--- src/rtl/count_pkg.sv ---
// Shared types and defaults for the count sequencer front-end.
// Holds the run/pause state type and counter width.
package count_pkg;

  localparam int COUNT_W       = 4;
  localparam int TICK_DIV_DEF  = 100_000_000;
  localparam int DB_CYCLES_DEF = 1_000_000;

  typedef enum logic {
    PAUSE = 1'b0,
    RUN   = 1'b1
  } state_t;

  typedef struct packed {
    logic run;
    logic dir;
    logic load;
  } btn_t;

endpackage

--- src/rtl/btn_conditioner.sv ---
// Push-button front-end: 2-FF synchronizer, debouncer and
// rising-edge detector producing a one-cycle press pulse.
module btn_conditioner #(
  parameter int DB_CYCLES = 1_000_000
) (
  input  logic clk,
  input  logic reset,
  input  logic i_btn,
  output logic o_press
);

  localparam int CW = (DB_CYCLES > 1) ? $clog2(DB_CYCLES) : 1;
  localparam logic [CW-1:0] LAST = CW'(DB_CYCLES - 1);

  logic          r_s1;
  logic          r_s2;
  logic          r_db;
  logic          r_db_q;
  logic [CW-1:0] r_cnt;

  // Counter only runs while the synced level disagrees with
  // the accepted level; any return to agreement restarts it.
  always_ff @(posedge clk or negedge reset) begin
    if (!reset) begin
      r_s1   <= 1'b0;
      r_s2   <= 1'b0;
      r_db   <= 1'b0;
      r_db_q <= 1'b0;
      r_cnt  <= '0;
    end else begin
      r_s1   <= i_btn;
      r_s2   <= r_s1;
      r_db_q <= r_db;
      if (r_s2 == r_db) begin
        r_cnt <= '0;
      end else if (r_cnt == LAST) begin
        r_db  <= r_s2;
        r_cnt <= '0;
      end else begin
        r_cnt <= r_cnt + CW'(1);
      end
    end
  end

  assign o_press = r_db & ~r_db_q;

endmodule

--- src/rtl/count_sequencer.sv ---
// Button-driven paced 4-bit up/down counter with run/pause,
// direction toggle and parallel load; feeds decoder/detector.
module count_sequencer
  import count_pkg::*;
#(
  parameter int TICK_DIV  = TICK_DIV_DEF,
  parameter int DB_CYCLES = DB_CYCLES_DEF
) (
  input  logic               clk,
  input  logic               reset,
  input  logic               btn_run,
  input  logic               btn_dir,
  input  logic               btn_load,
  input  logic [COUNT_W-1:0] sw_load,
  output logic [COUNT_W-1:0] count,
  output logic               tick,
  output logic               running,
  output logic               dir_down
);

  localparam int PW = $clog2(TICK_DIV);
  localparam logic [PW-1:0] TERM = PW'(TICK_DIV - 1);

  btn_t               w_press;
  logic               w_term;
  logic               w_step;
  logic [COUNT_W-1:0] w_next;

  state_t             r_state;
  logic [PW-1:0]      r_presc;
  logic [COUNT_W-1:0] r_count;
  logic               r_tick;
  logic               r_dir;

  btn_conditioner #(.DB_CYCLES(DB_CYCLES)) u_run (
    .clk    (clk),
    .reset  (reset),
    .i_btn  (btn_run),
    .o_press(w_press.run)
  );

  btn_conditioner #(.DB_CYCLES(DB_CYCLES)) u_dir (
    .clk    (clk),
    .reset  (reset),
    .i_btn  (btn_dir),
    .o_press(w_press.dir)
  );

  btn_conditioner #(.DB_CYCLES(DB_CYCLES)) u_load (
    .clk    (clk),
    .reset  (reset),
    .i_btn  (btn_load),
    .o_press(w_press.load)
  );

  assign w_term = (r_state == RUN) && (r_presc == TERM);
  // Load wins over a coincident step.
  assign w_step = w_term & ~w_press.load;

  always_comb begin
    w_next = r_count;
    unique case (1'b1)
      w_press.load: w_next = sw_load;
      w_step:       w_next = r_dir ? r_count - 1'b1
                                   : r_count + 1'b1;
      default:      w_next = r_count;
    endcase
  end

  always_ff @(posedge clk or negedge reset) begin
    if (!reset) begin
      r_state <= PAUSE;
      r_presc <= '0;
      r_count <= '0;
      r_tick  <= 1'b0;
      r_dir   <= 1'b0;
    end else begin
      r_count <= w_next;
      r_tick  <= (w_next != r_count);
      r_dir   <= r_dir ^ w_press.dir;
      if (w_press.run)
        r_state <= (r_state == RUN) ? PAUSE : RUN;
      if (w_press.run | w_press.load | w_term)
        r_presc <= '0;
      else if (r_state == RUN)
        r_presc <= r_presc + PW'(1);
    end
  end

  assign count    = r_count;
  assign tick     = r_tick;
  assign running  = (r_state == RUN);
  assign dir_down = r_dir;

endmodule

--- config.mk ---
export PLATFORM = sky130hd
export DESIGN_NAME = count_sequencer
export DESIGN_NICKNAME = d
export VERILOG_FILES = /design/src/rtl/count_pkg.sv /design/src/rtl/btn_conditioner.sv /design/src/rtl/count_sequencer.sv
export SDC_FILE = /design/constraint.sdc
export NUM_CORES = 1
export LEC_CHECK = 0
export ABC_AREA = 0
export ABC_CLOCK_PERIOD_IN_PS = 2200
export BUFFER_PORTS_ARGS = -buffer_cell sky130_fd_sc_hd__buf_2
export CELL_PAD_IN_SITES_DETAIL_PLACEMENT = 0
export CELL_PAD_IN_SITES_GLOBAL_PLACEMENT = 1
export CORE_UTILIZATION = 39
export DETAILED_ROUTE_END_ITERATION = 16
export PLACE_DENSITY_LB_ADDON = 0.12
export SYNTH_ARGS = -nofsm -noshare
export SYNTH_HDL_FRONTEND = slang
export SYNTH_SLANG_ARGS = --single-unit
--- constraint.sdc ---
create_clock -name clk -period 2.2 [get_ports clk]
set_input_delay 0.33 -clock clk [delete_from_list [all_inputs] [get_ports clk]]
set_output_delay 0.33 -clock clk [all_outputs]
set_load 0.05 [all_outputs]
==> impl_metrics.yaml <==
setup_path:
  worst_r2r_startpoint: "u_dir.r_cnt[0]$_DFF_PN0_"
  critical_path_buffer_and_inverter_count: 1
  cpPeakStageDelay_ns: 0.55
  path_cells: "ha_1 -> nand2_1 -> or4_1 -> buf_4 -> or3_1 -> a21oi_1"
  cp_data_required_time_ns: 2.48
  path_depth: 6
  timing.critical_path.from_type: "flip-flop"
  critical_path_peak_fanout: 7
  setup.worst_path.class: "reg -> reg"
  critPathCaptureType: "flip-flop"
  data_arrival_critical_path_ns: 2.32
  reg2reg_to: "u_dir.r_cnt[16]$_DFF_PN0_"
  crit_family: "simple AND/OR/NAND/NOR gates"
  ff2ff_path_depth: 6
  timing.reg2reg.setup_slack_ns: 0.16
  timing.critical_path.slowest_stage_cell: "sky130_fd_sc_hd__or4_1"
synth:
  synth_async_sr_flop_share: 1.00
  ys_dominant_reg_cell: "sky130_fd_sc_hd__dfrtp_1"
  yosys.area.top_type: "sky130_fd_sc_hd__dfrtp_1"
  yosys.cell_count.top_type: "sky130_fd_sc_hd__dfrtp_1"
  synth-edff-count: 0
  postSynthRegisterBits: 106
  synth-warning-count: 0
  synth_seq_area_share: 0.496
  synthDistinctLibCells: 51
  synthTopCellsByCount: "sky130_fd_sc_hd__dfrtp_1, sky130_fd_sc_hd__nor2_1, sky130_fd_sc_hd__a21oi_1, sky130_fd_sc_hd__nand3_1, sky130_fd_sc_hd__xor2_1"
  netlist_instances: 542
  synth_top_area_share: 0.496
  post_synth_main_area_contributors: "sky130_fd_sc_hd__dfrtp_1, sky130_fd_sc_hd__xor2_1, sky130_fd_sc_hd__nor2_1"
  syn-num-nets: 558
  avg_synthesized_cell_area_sq_um: 9.87
  synth_area_sq_um: 5350
die:
  horizontal_die_dimension_microns: 119
  initial_core_util: 0.403
  ioPinCount: 16
  fp.coreArea_sq_um: 13300
  area_of_the_die_sq_um: 14200
  die_y_microns: 119
  floorplan.rows: 42
power:
  leakage_power_nw: 2.48
  total_power_mw: 3.76
  ir_worst_vdd_mv: 0.424
  power.density_cell_area_nw_per_um2: 622
cts:
  tritoncts.num_buffers: 9
  cts_tree: "done"
  cts_num_sinks: 106
  cts.path.max_buffers: 2
  post_cts_buffers: 0
  h-tree-depth: 3
  cts-root-buf: "sky130_fd_sc_hd__clkbuf_16"
  cts.clk_slew.worst_paths_ns: 0.07
  clock_latency_ns: 0.35
timing:
  rsz0062_at_grt: "no"
  slew_headroom: 0.527
  layout_min_cycle_time_ns: 2.04
  totalNegativeSetupSlack_ns: 0
  maxClockFrequency_mhz: 490
  report.final.slew_viol_count: 0
  worstMarginPinSlew_ns: 0.703
  clock-skew-final_ns: 0.00698
  layout_worst_path_cycle_share: 0.928
  setup_violations: 0
  final-hold-violation-count: 0
placement:
  post-place-cells: 734
  dp_hpwl_microns: 7700
  weighted_congestion_reported_at_the_end_of_routability_driven_placement: 0.745
  numPortBuffers: 15
run:
  cap_violations: 0
drt:
  detail-route-antenna-nets: 0
  drt_first_pass_iters: 4
  detail_route.wirelength_microns: 11000
  via_count: 4045
  post_drt_wl_per_cell_microns: 14.7
  drt-initial-drc-count: 195
  vias_per_cell: 5.39
  drc_errors: 0
layout:
  antennaDiodeCount: 0
  fillerInstances: 1283
  post_route_cells_drive_above_1_share: 0.115
  nNetsFinal: 586
  layout-area-overhead-vs-synth_pct: 12.8
  instances_no_fill: 750
hold_path:
  worstHoldEndpoint: "u_load.r_s1$_DFF_PN0_"
  min_delay_path_depth: 1
  worstHoldPathType: "in -> reg"
  holdCritStartpoint: "btn_load"
status:
  outcome: "complete, no violations"
global_route:
  antenna_found_initial: 0
  via_count_of_the_first_global_routing_pass: 3952
  globalRoute.totalOverflow: 0
  grt_start_max_net_pins: 44
  grt_pass1_wl_microns: 19500
  global_route.usage.total: 0.171
worst max-delay path by stage:
stage	startpoint	slack, ns	end
finish	u_dir.r_cnt[0]$_DFF_PN0_	0.16	u_dir.r_cnt[16]$_DFF_PN0_
global route	u_dir.r_cnt[0]$_DFF_PN0_	0.01	u_dir.r_cnt[16]$_DFF_PN0_
CTS	u_load.r_cnt[0]$_DFF_PN0_	0.07	u_load.r_cnt[18]$_DFF_PN0_
detailed placement	u_load.r_cnt[0]$_DFF_PN0_	0.09	u_load.r_cnt[18]$_DFF_PN0_
global placement	u_load.r_cnt[0]$_DFF_PN0_	0.14	u_load.r_cnt[18]$_DFF_PN0_
floorplan	running$_DFFE_PN0P_	0.09	r_presc[0]$_DFFE_PN0P_
layout make-up:
cell class | count | area (sq um) | area share
sequential | 106 | 2650 | 0.439
multi-input combinational | 404 | 2570 | 0.425
timing repair buffer | 35 | 243 | 0.0402
clock buffer | 10 | 239 | 0.0396
tap | 176 | 220 | 0.0365
clock inverter | 5 | 62.6 | 0.0104
inverter | 14 | 52.6 | 0.00870
sequential cells by signal, summed over array words and instances, names as in the netlist, 4 cells and up:
register	cells
count	4
r_presc	27
u_dir.r_cnt	20
u_load.r_cnt	20
u_run.r_cnt	20
metrics by stage:
| stage | utilization | area (sq um) | hold WS [ns] | setup slack, ns |
|---|---|---|---|---|
| after global placement | 0.430 | 5720 | 0.337 | 0.138 |
| final | 0.454 | 6040 | 0.0829 | 0.158 |
| after CTS | 0.454 | 6030 | 0.0678 | 0.0748 |
| after detailed placement | 0.430 | 5720 | 0.343 | 0.0892 |
| after global routing | 0.454 | 6040 | 0.0673 | 0.0140 |
| after floorplan | - | 5350 | 0.0344 | 0.0876 |
power by group:
part / total [mW] / leakage (nW) / switching [mW] / internal, mW
Clock: 1.63 / 0.141 / 0.721 / 0.913
Sequential: 1.99 / 1.44 / 0.0217 / 1.97
Combinational: 0.133 / 0.894 / 0.0893 / 0.0437
Total: 3.76 / 2.48 / 0.832 / 2.93
worst register-to-register path, delay by kind of cell (launching register included):
family                   cells  cell delay [ns]
adder cells (fa/ha/maj)      1             0.25
AO/OA/AOI/OAI                1             0.15
flip-flops                   1             0.41
buffers and inverters        1             0.18
AND/OR/NAND/NOR              3             1.00
routing by layer:
layer	track usage	routed length, microns
met5	0	0
met4	0.0403	107
met3	0.0469	376
met2	0.269	5020
met1	0.232	5500
logic make-up (layout without fill, tap and decap cells):
logic type               count (synthesis)  count (layout)  share of synthesized area
AO/OA/AOI/OAI                          100             100                      0.116
XOR/XNOR                                49              49                     0.0802
adder cells (fa/ha/maj)                  7               7                     0.0178
buffers and inverters                   32              64                     0.0250
flip-flops                             106             106                      0.496
multiplexers                             4               4                    0.00818
AND/OR/NAND/NOR                        244             244                      0.257
what timing repair did:
action,CTS,global route
hold buffers,1,0
endpoints found under the hold margin,26,0
endpoints found under the setup margin,0,1
resized for setup,0,1
layout by cell type (no fill, tap or decap), types with 9 or more instances in the layout:
cell type	synthesis	routed
sky130_fd_sc_hd__and4_1	11	11
sky130_fd_sc_hd__nand4_1	22	22
sky130_fd_sc_hd__o21ai_0	25	25
sky130_fd_sc_hd__a21oi_1	39	39
sky130_fd_sc_hd__xor2_1	32	32
sky130_fd_sc_hd__inv_1	14	14
sky130_fd_sc_hd__xnor2_1	17	17
sky130_fd_sc_hd__or3_1	20	20
sky130_fd_sc_hd__nand3_1	37	37
sky130_fd_sc_hd__dfrtp_1	106	106
sky130_fd_sc_hd__nor2_1	53	53
sky130_fd_sc_hd__buf_2	11	14
sky130_fd_sc_hd__o31ai_1	19	19
sky130_fd_sc_hd__nand2_1	26	26
sky130_fd_sc_hd__clkbuf_16	0	9
sky130_fd_sc_hd__buf_4	0	19
sky130_fd_sc_hd__or4_1	25	24
Power figures use the tool's default switching activity.
